$ cat src/rtl/ransac_pkg.sv
// Shared RANSAC definitions: accumulator state encoding, default widths and
// the point-stream end marker.
package ransac_pkg;

  localparam int CNT_W_DEF = 16;
  localparam int ID_W_DEF  = 16;

  localparam logic [31:0] END_OF_STREAM = 32'hFFFF_FFFF;

  typedef enum logic [1:0] {
    IDLE    = 2'b00,
    ACCUM   = 2'b01,
    COMPARE = 2'b11,
    DONE    = 2'b10
  } acc_state_t;

endpackage

$ cat src/rtl/sat_counter.sv
// Saturating up-counter: synchronous clear has priority over the increment,
// and the count sticks at all-ones rather than wrapping.
module sat_counter #(
  parameter int W = 16
) (
  input  logic         clk,
  input  logic         reset_n,
  input  logic         clr,
  input  logic         en,
  output logic [W-1:0] cnt
);

  always_ff @(posedge clk) begin
    if (!reset_n)
      cnt <= '0;
    else if (clr)
      cnt <= '0;
    else if (en && (cnt != '1))
      cnt <= cnt + W'(1);
  end

endmodule

$ cat src/rtl/inlier_accumulator.sv
// Counts inliers for one candidate model and keeps the best model seen so far.
// Optional INLIER_EARLY_STOP_EN ends a model once CONSENSUS inliers are found.
module inlier_accumulator
  import ransac_pkg::*;
#(
  parameter int CNT_W = CNT_W_DEF,
  parameter int ID_W  = ID_W_DEF
`ifdef INLIER_EARLY_STOP_EN
  ,
  parameter int CONSENSUS = 64
`endif
) (
  input  logic             clk,
  input  logic             reset_n,
  input  logic             clear_best,
  input  logic             start_model,
  input  logic [ID_W-1:0]  model_id,
  input  logic             inlier_valid,
  input  logic             inlier_in,
  input  logic             end_model,
  output logic             busy,
  output logic [CNT_W-1:0] cur_count,
  output logic [CNT_W-1:0] best_count,
  output logic [ID_W-1:0]  best_id,
  output logic             best_valid,
`ifdef INLIER_EARLY_STOP_EN
  output logic             early_stop,
`endif
  output logic             result_valid
);

  acc_state_t      state;
  logic [ID_W-1:0] cur_id;
  logic            take_start;
  logic            cnt_en;
  logic            es_hit;

  // start_model is only honoured where a model may begin or be aborted
  assign take_start = start_model && ((state == IDLE) || (state == ACCUM));
  assign cnt_en     = (state == ACCUM) && !start_model && inlier_valid && inlier_in;
  assign busy       = (state == ACCUM) || (state == COMPARE);

`ifdef INLIER_EARLY_STOP_EN
  // Unreachable thresholds (beyond saturation) simply never fire
  localparam bit ES_REACHABLE = (CONSENSUS >= 1) && (CONSENSUS <= (2**CNT_W - 1));
  logic [CNT_W:0] cnt_next;
  assign cnt_next = {1'b0, cur_count} + (CNT_W+1)'(1);
  assign es_hit   = ES_REACHABLE && cnt_en && (cnt_next == (CNT_W+1)'(CONSENSUS));
`else
  assign es_hit   = 1'b0;
`endif

  sat_counter #(.W(CNT_W)) u_cnt (
    .clk     (clk),
    .reset_n (reset_n),
    .clr     (take_start),
    .en      (cnt_en),
    .cnt     (cur_count)
  );

  always_ff @(posedge clk) begin
    if (!reset_n) begin
      state        <= IDLE;
      cur_id       <= '0;
      best_count   <= '0;
      best_id      <= '0;
      best_valid   <= 1'b0;
      result_valid <= 1'b0;
`ifdef INLIER_EARLY_STOP_EN
      early_stop   <= 1'b0;
`endif
    end else begin
      result_valid <= 1'b0;
      case (state)
        IDLE: if (start_model) begin
          cur_id <= model_id;
          state  <= ACCUM;
        end
        ACCUM: begin
          if (start_model) begin
            cur_id <= model_id;
          end else if (es_hit || end_model) begin
            state <= COMPARE;
`ifdef INLIER_EARLY_STOP_EN
            if (es_hit) early_stop <= 1'b1;
`endif
          end
        end
        COMPARE: begin
          // ties keep the earlier model
          if (!best_valid || (cur_count > best_count)) begin
            best_count <= cur_count;
            best_id    <= cur_id;
          end
          best_valid <= 1'b1;
          state      <= DONE;
        end
        DONE: begin
          result_valid <= 1'b1;
          state        <= IDLE;
        end
        default: state <= IDLE;
      endcase

      // a clear in COMPARE overrides the compare result above
      if (clear_best) begin
        best_count <= '0;
        best_id    <= '0;
        best_valid <= 1'b0;
      end
`ifdef INLIER_EARLY_STOP_EN
      if (clear_best || take_start) early_stop <= 1'b0;
`endif
    end
  end

endmodule

$ cat config.mk
export PLATFORM = sky130hd
export DESIGN_NAME = inlier_accumulator
export DESIGN_NICKNAME = d
export VERILOG_FILES = /design/src/rtl/ransac_pkg.sv /design/src/rtl/sat_counter.sv /design/src/rtl/inlier_accumulator.sv
export SDC_FILE = /design/constraint.sdc
export NUM_CORES = 1
export LEC_CHECK = 0
export BUFFER_PORTS_ARGS = -buffer_cell sky130_fd_sc_hd__buf_2
export CORE_MARGIN = 2
export CORE_UTILIZATION = 45
export CTS_CLUSTER_DIAMETER = 150
export DETAILED_ROUTE_END_ITERATION = 10
export PLACE_DENSITY = 0.68
export SKIP_LAST_GASP = 1
export SLEW_MARGIN = 10
export SYNTH_ARGS = -nofsm -noshare
export SYNTH_HDL_FRONTEND = slang
export SYNTH_SLANG_ARGS = --single-unit
$ cat constraint.sdc
create_clock -name clk -period 6.25 [get_ports clk]
set_clock_uncertainty 0.1 [all_clocks]
set_input_delay 0.625 -clock clk [delete_from_list [all_inputs] [get_ports clk]]
set_output_delay 0.625 -clock clk [all_outputs]
set_load 0.005 [all_outputs]
==> out/metrics.cfg <==
[global_route]
grt.busiest_layer = met2
grtUsageMet3_pct = 3.69
use_met2_pct = 31.8
grt_max_degree = 66
grt_pass1_vias = 2536
grt-ovfl-total = 0
grt_pass1_wl_um = 11800
grt_antenna_before_repair = 0
grtUsageMet1_pct = 24.4
grt_usage_pct = 19.0

[power_and_ir_drop]
p_leak_nw = 1.60
irDropWorstVdd_uv = 137
power_density_nw_per_um2 = 228

[floorplanning]
rows = 31
die_area_um2 = 7930
io_pins = 74
fp.dieH_um = 89.0
core-area_um2 = 7140
die_w_um = 89.0
initial_core_util_pct = 45.6

[yosys]
synth_top_family_by_area = simple AND/OR/NAND/NOR gates
synth_edf_count = 0
synth_fa_ha_area_share_pct = 6.54
yosys.area_share.simple_pct = 22.1
yosysSeqAreaShare_pct = 41.8
muxShareOfSynthArea_pct = 10.5
synth_common_cells = nand2_1, dfxtp_1, mux2i_1, ha_1, inv_1
synth_cell_types = 43
syn_nets = 412
ys.flop_type = dfxtp_1
synth_warnings = 0
synth_area_leaders = dfxtp_1, nand2_1, mux2i_1
avgSynthCellArea_um2 = 8.75
yosysMostFrequentCell = nand2_1
synth_compound_area_share_pct = 10.1
ys_seq_elements = 68
synth.top_cell.area_share_pct = 41.8
syn_area_um2 = 3250
synth_xor_area_share_pct = 2.69
ys_async_sr_fraction_pct = 0
synth_cells = 372
yosysTopAreaCell = dfxtp_1

[timing]
worst_pin_slew_ns = 1.11
fmaxAchievable_mhz = 362
grt_setup_unrepaired = no
slew_violations = 0
fin_setup_tns_ns = 0
hold_viol = 0
finalSetupViolations = 0
whs_ns = 0.358
finalCriticalPeriod_ns = 2.76
finalCritPeriodShare_pct = 44.1
slew-limit-headroom_pct = 25.7

[clock_network]
clock_sinks = 68
cts_resized = 0
insertion_delay_ns = 0.34
hold_buffers = 0
cts-root-buf = clkbuf_8
cts_tree = done
cts_made_buffers = 9
cts_setup_buffers = 0
cts.path.max_buffers = 2
htreeDepth = 3
clkTransAtPathRegs_ns = 0.08

[drt]
drtIter0Drc = 108
via_count = 2665
drt-vias-per-instance = 4.94
ant_nets = 0
wirelength_um = 6980
wire_per_inst_um = 13.0
drc = 0
drtPass1Iterations = 4

[finish]
stdcell_count = 539
nets = 475
seq_area_um2 = 1360
fin_area_um2 = 3830
fill_cells = 742
area_growth_pct = 17.8
multiInputGateArea_um2 = 1700
drive_gt1_share_pct = 22.5
antenna_cells = 0
postLayoutCoreUtil_pct = 53.7

[worst_setup_path]
worstPathArrival_ns = 2.92
critPathRequiredTime_ns = 6.41
r2r_setup_slack_ns = 3.49
worstSetupPathType = reg2reg
cp_max_fo = 32
critPathCaptureType = register
startpoint_type = register

[hold_path]
hold_class = reg2reg

[place]
gp_congestion = 0.825
placed_area_um2 = 3620
portBuffers = 73
hpwl_um = 4880
place_inst = 523

[job]
max_cap_violations = 0

[status]
status = finished, final reports clean

[where the power goes]
group / internal, mW / switching (mW) / leakage, nW / total, mW
clock: 0.223 / 0.171 / 0.109 / 0.395
combinational: 0.0142 / 0.0220 / 0.941 / 0.0362
sequential: 0.440 / 0.00430 / 0.551 / 0.444
[cells by family (layout without fill, tap and decap cells)]
kind of cell / Yosys count / in the layout
buffers and inverters: 38 / 106
AND/OR/NAND/NOR: 158 / 158
AO/OA/AOI/OAI: 47 / 47
flip-flops: 68 / 68
XOR/XNOR: 10 / 10
adder cells (fa/ha/maj): 17 / 17
multiplexers: 34 / 34
[cells in the final DEF, fill, tap and decap left out, drive strengths merged, types with 2 or more instances in the layout]
| cell | instances |
|---|---|
| o2111ai | 2 |
| or3 | 3 |
| xor2 | 9 |
| inv | 16 |
| bufinv | 2 |
| nand3 | 5 |
| o21ai | 6 |
| a21boi | 17 |
| o211ai | 5 |
| nand2 | 107 |
| a21oi | 8 |
| nor2 | 16 |
| buf | 74 |
| nor3 | 3 |
| mux2i | 34 |
| clkbuf | 9 |
| a21o | 3 |
| ha | 17 |
| nand4 | 6 |
| clkinv | 4 |
| dfxtp | 68 |
| and3 | 4 |
| nor2b | 4 |
| and4 | 3 |
[cell type report]
type	instances	area share [%]
multi-input combinational	266	44.3
timing repair buffer	74	9.73
sequential	68	35.5
tap	99	3.23
clock inverter	7	2.38
clock buffer	9	3.23
inverter	16	1.57
[state kept, by name (all words and copies together), names as in the netlist]
| register | cells |
|---|---|
| u_cnt.cnt | 16 |
| state | 2 |
| best_valid | 1 |
| cur_id | 16 |
| result_valid | 1 |
| best_count | 16 |
| best_id | 16 |
[worst max-delay path, stage by stage, from the launching register on]
cell,delay (ns)
dfxtp_1,0.37
inv_1,0.05
ha_1,0.30
nand4_1,0.19
nor4_2,0.34
a21boi_2,0.20
o31a_2,0.84
mux2i_1,0.29
[path summary, 6_finish.rpt]
| kind | from | endpoint | cells after the start |
|---|---|---|---|
| max | best_count[13]$_SDFFE_PP0P_ | best_count[11]$_SDFFE_PP0P_ | 7 |
| min | cur_id[15]$_SDFFE_PN0P_ | best_id[15]$_SDFFE_PP0P_ | 2 |
| min reg2reg | cur_id[15]$_SDFFE_PN0P_ | best_id[15]$_SDFFE_PP0P_ | 2 |
| max reg2reg | best_count[13]$_SDFFE_PP0P_ | best_count[11]$_SDFFE_PP0P_ | 7 |
[per-stage QoR]
step           total power [mW]  setup WS, ns
3_5_place_dp              0.491          3.47
6_report                  0.875          3.49
5_1_grt                   0.910          3.21
2_1_floorplan             0.479          4.12
4_1_cts                   0.882          3.45
3_3_place_gp              0.490          3.56
[routing by layer]
layer / vias up / routed length [um]
met5: - / 0
li1: 1371 / -
met4: 0 / 110
met3: 11 / 293
met2: 59 / 3360
met1: 1224 / 3210
(Power assumes the default switching activity.)
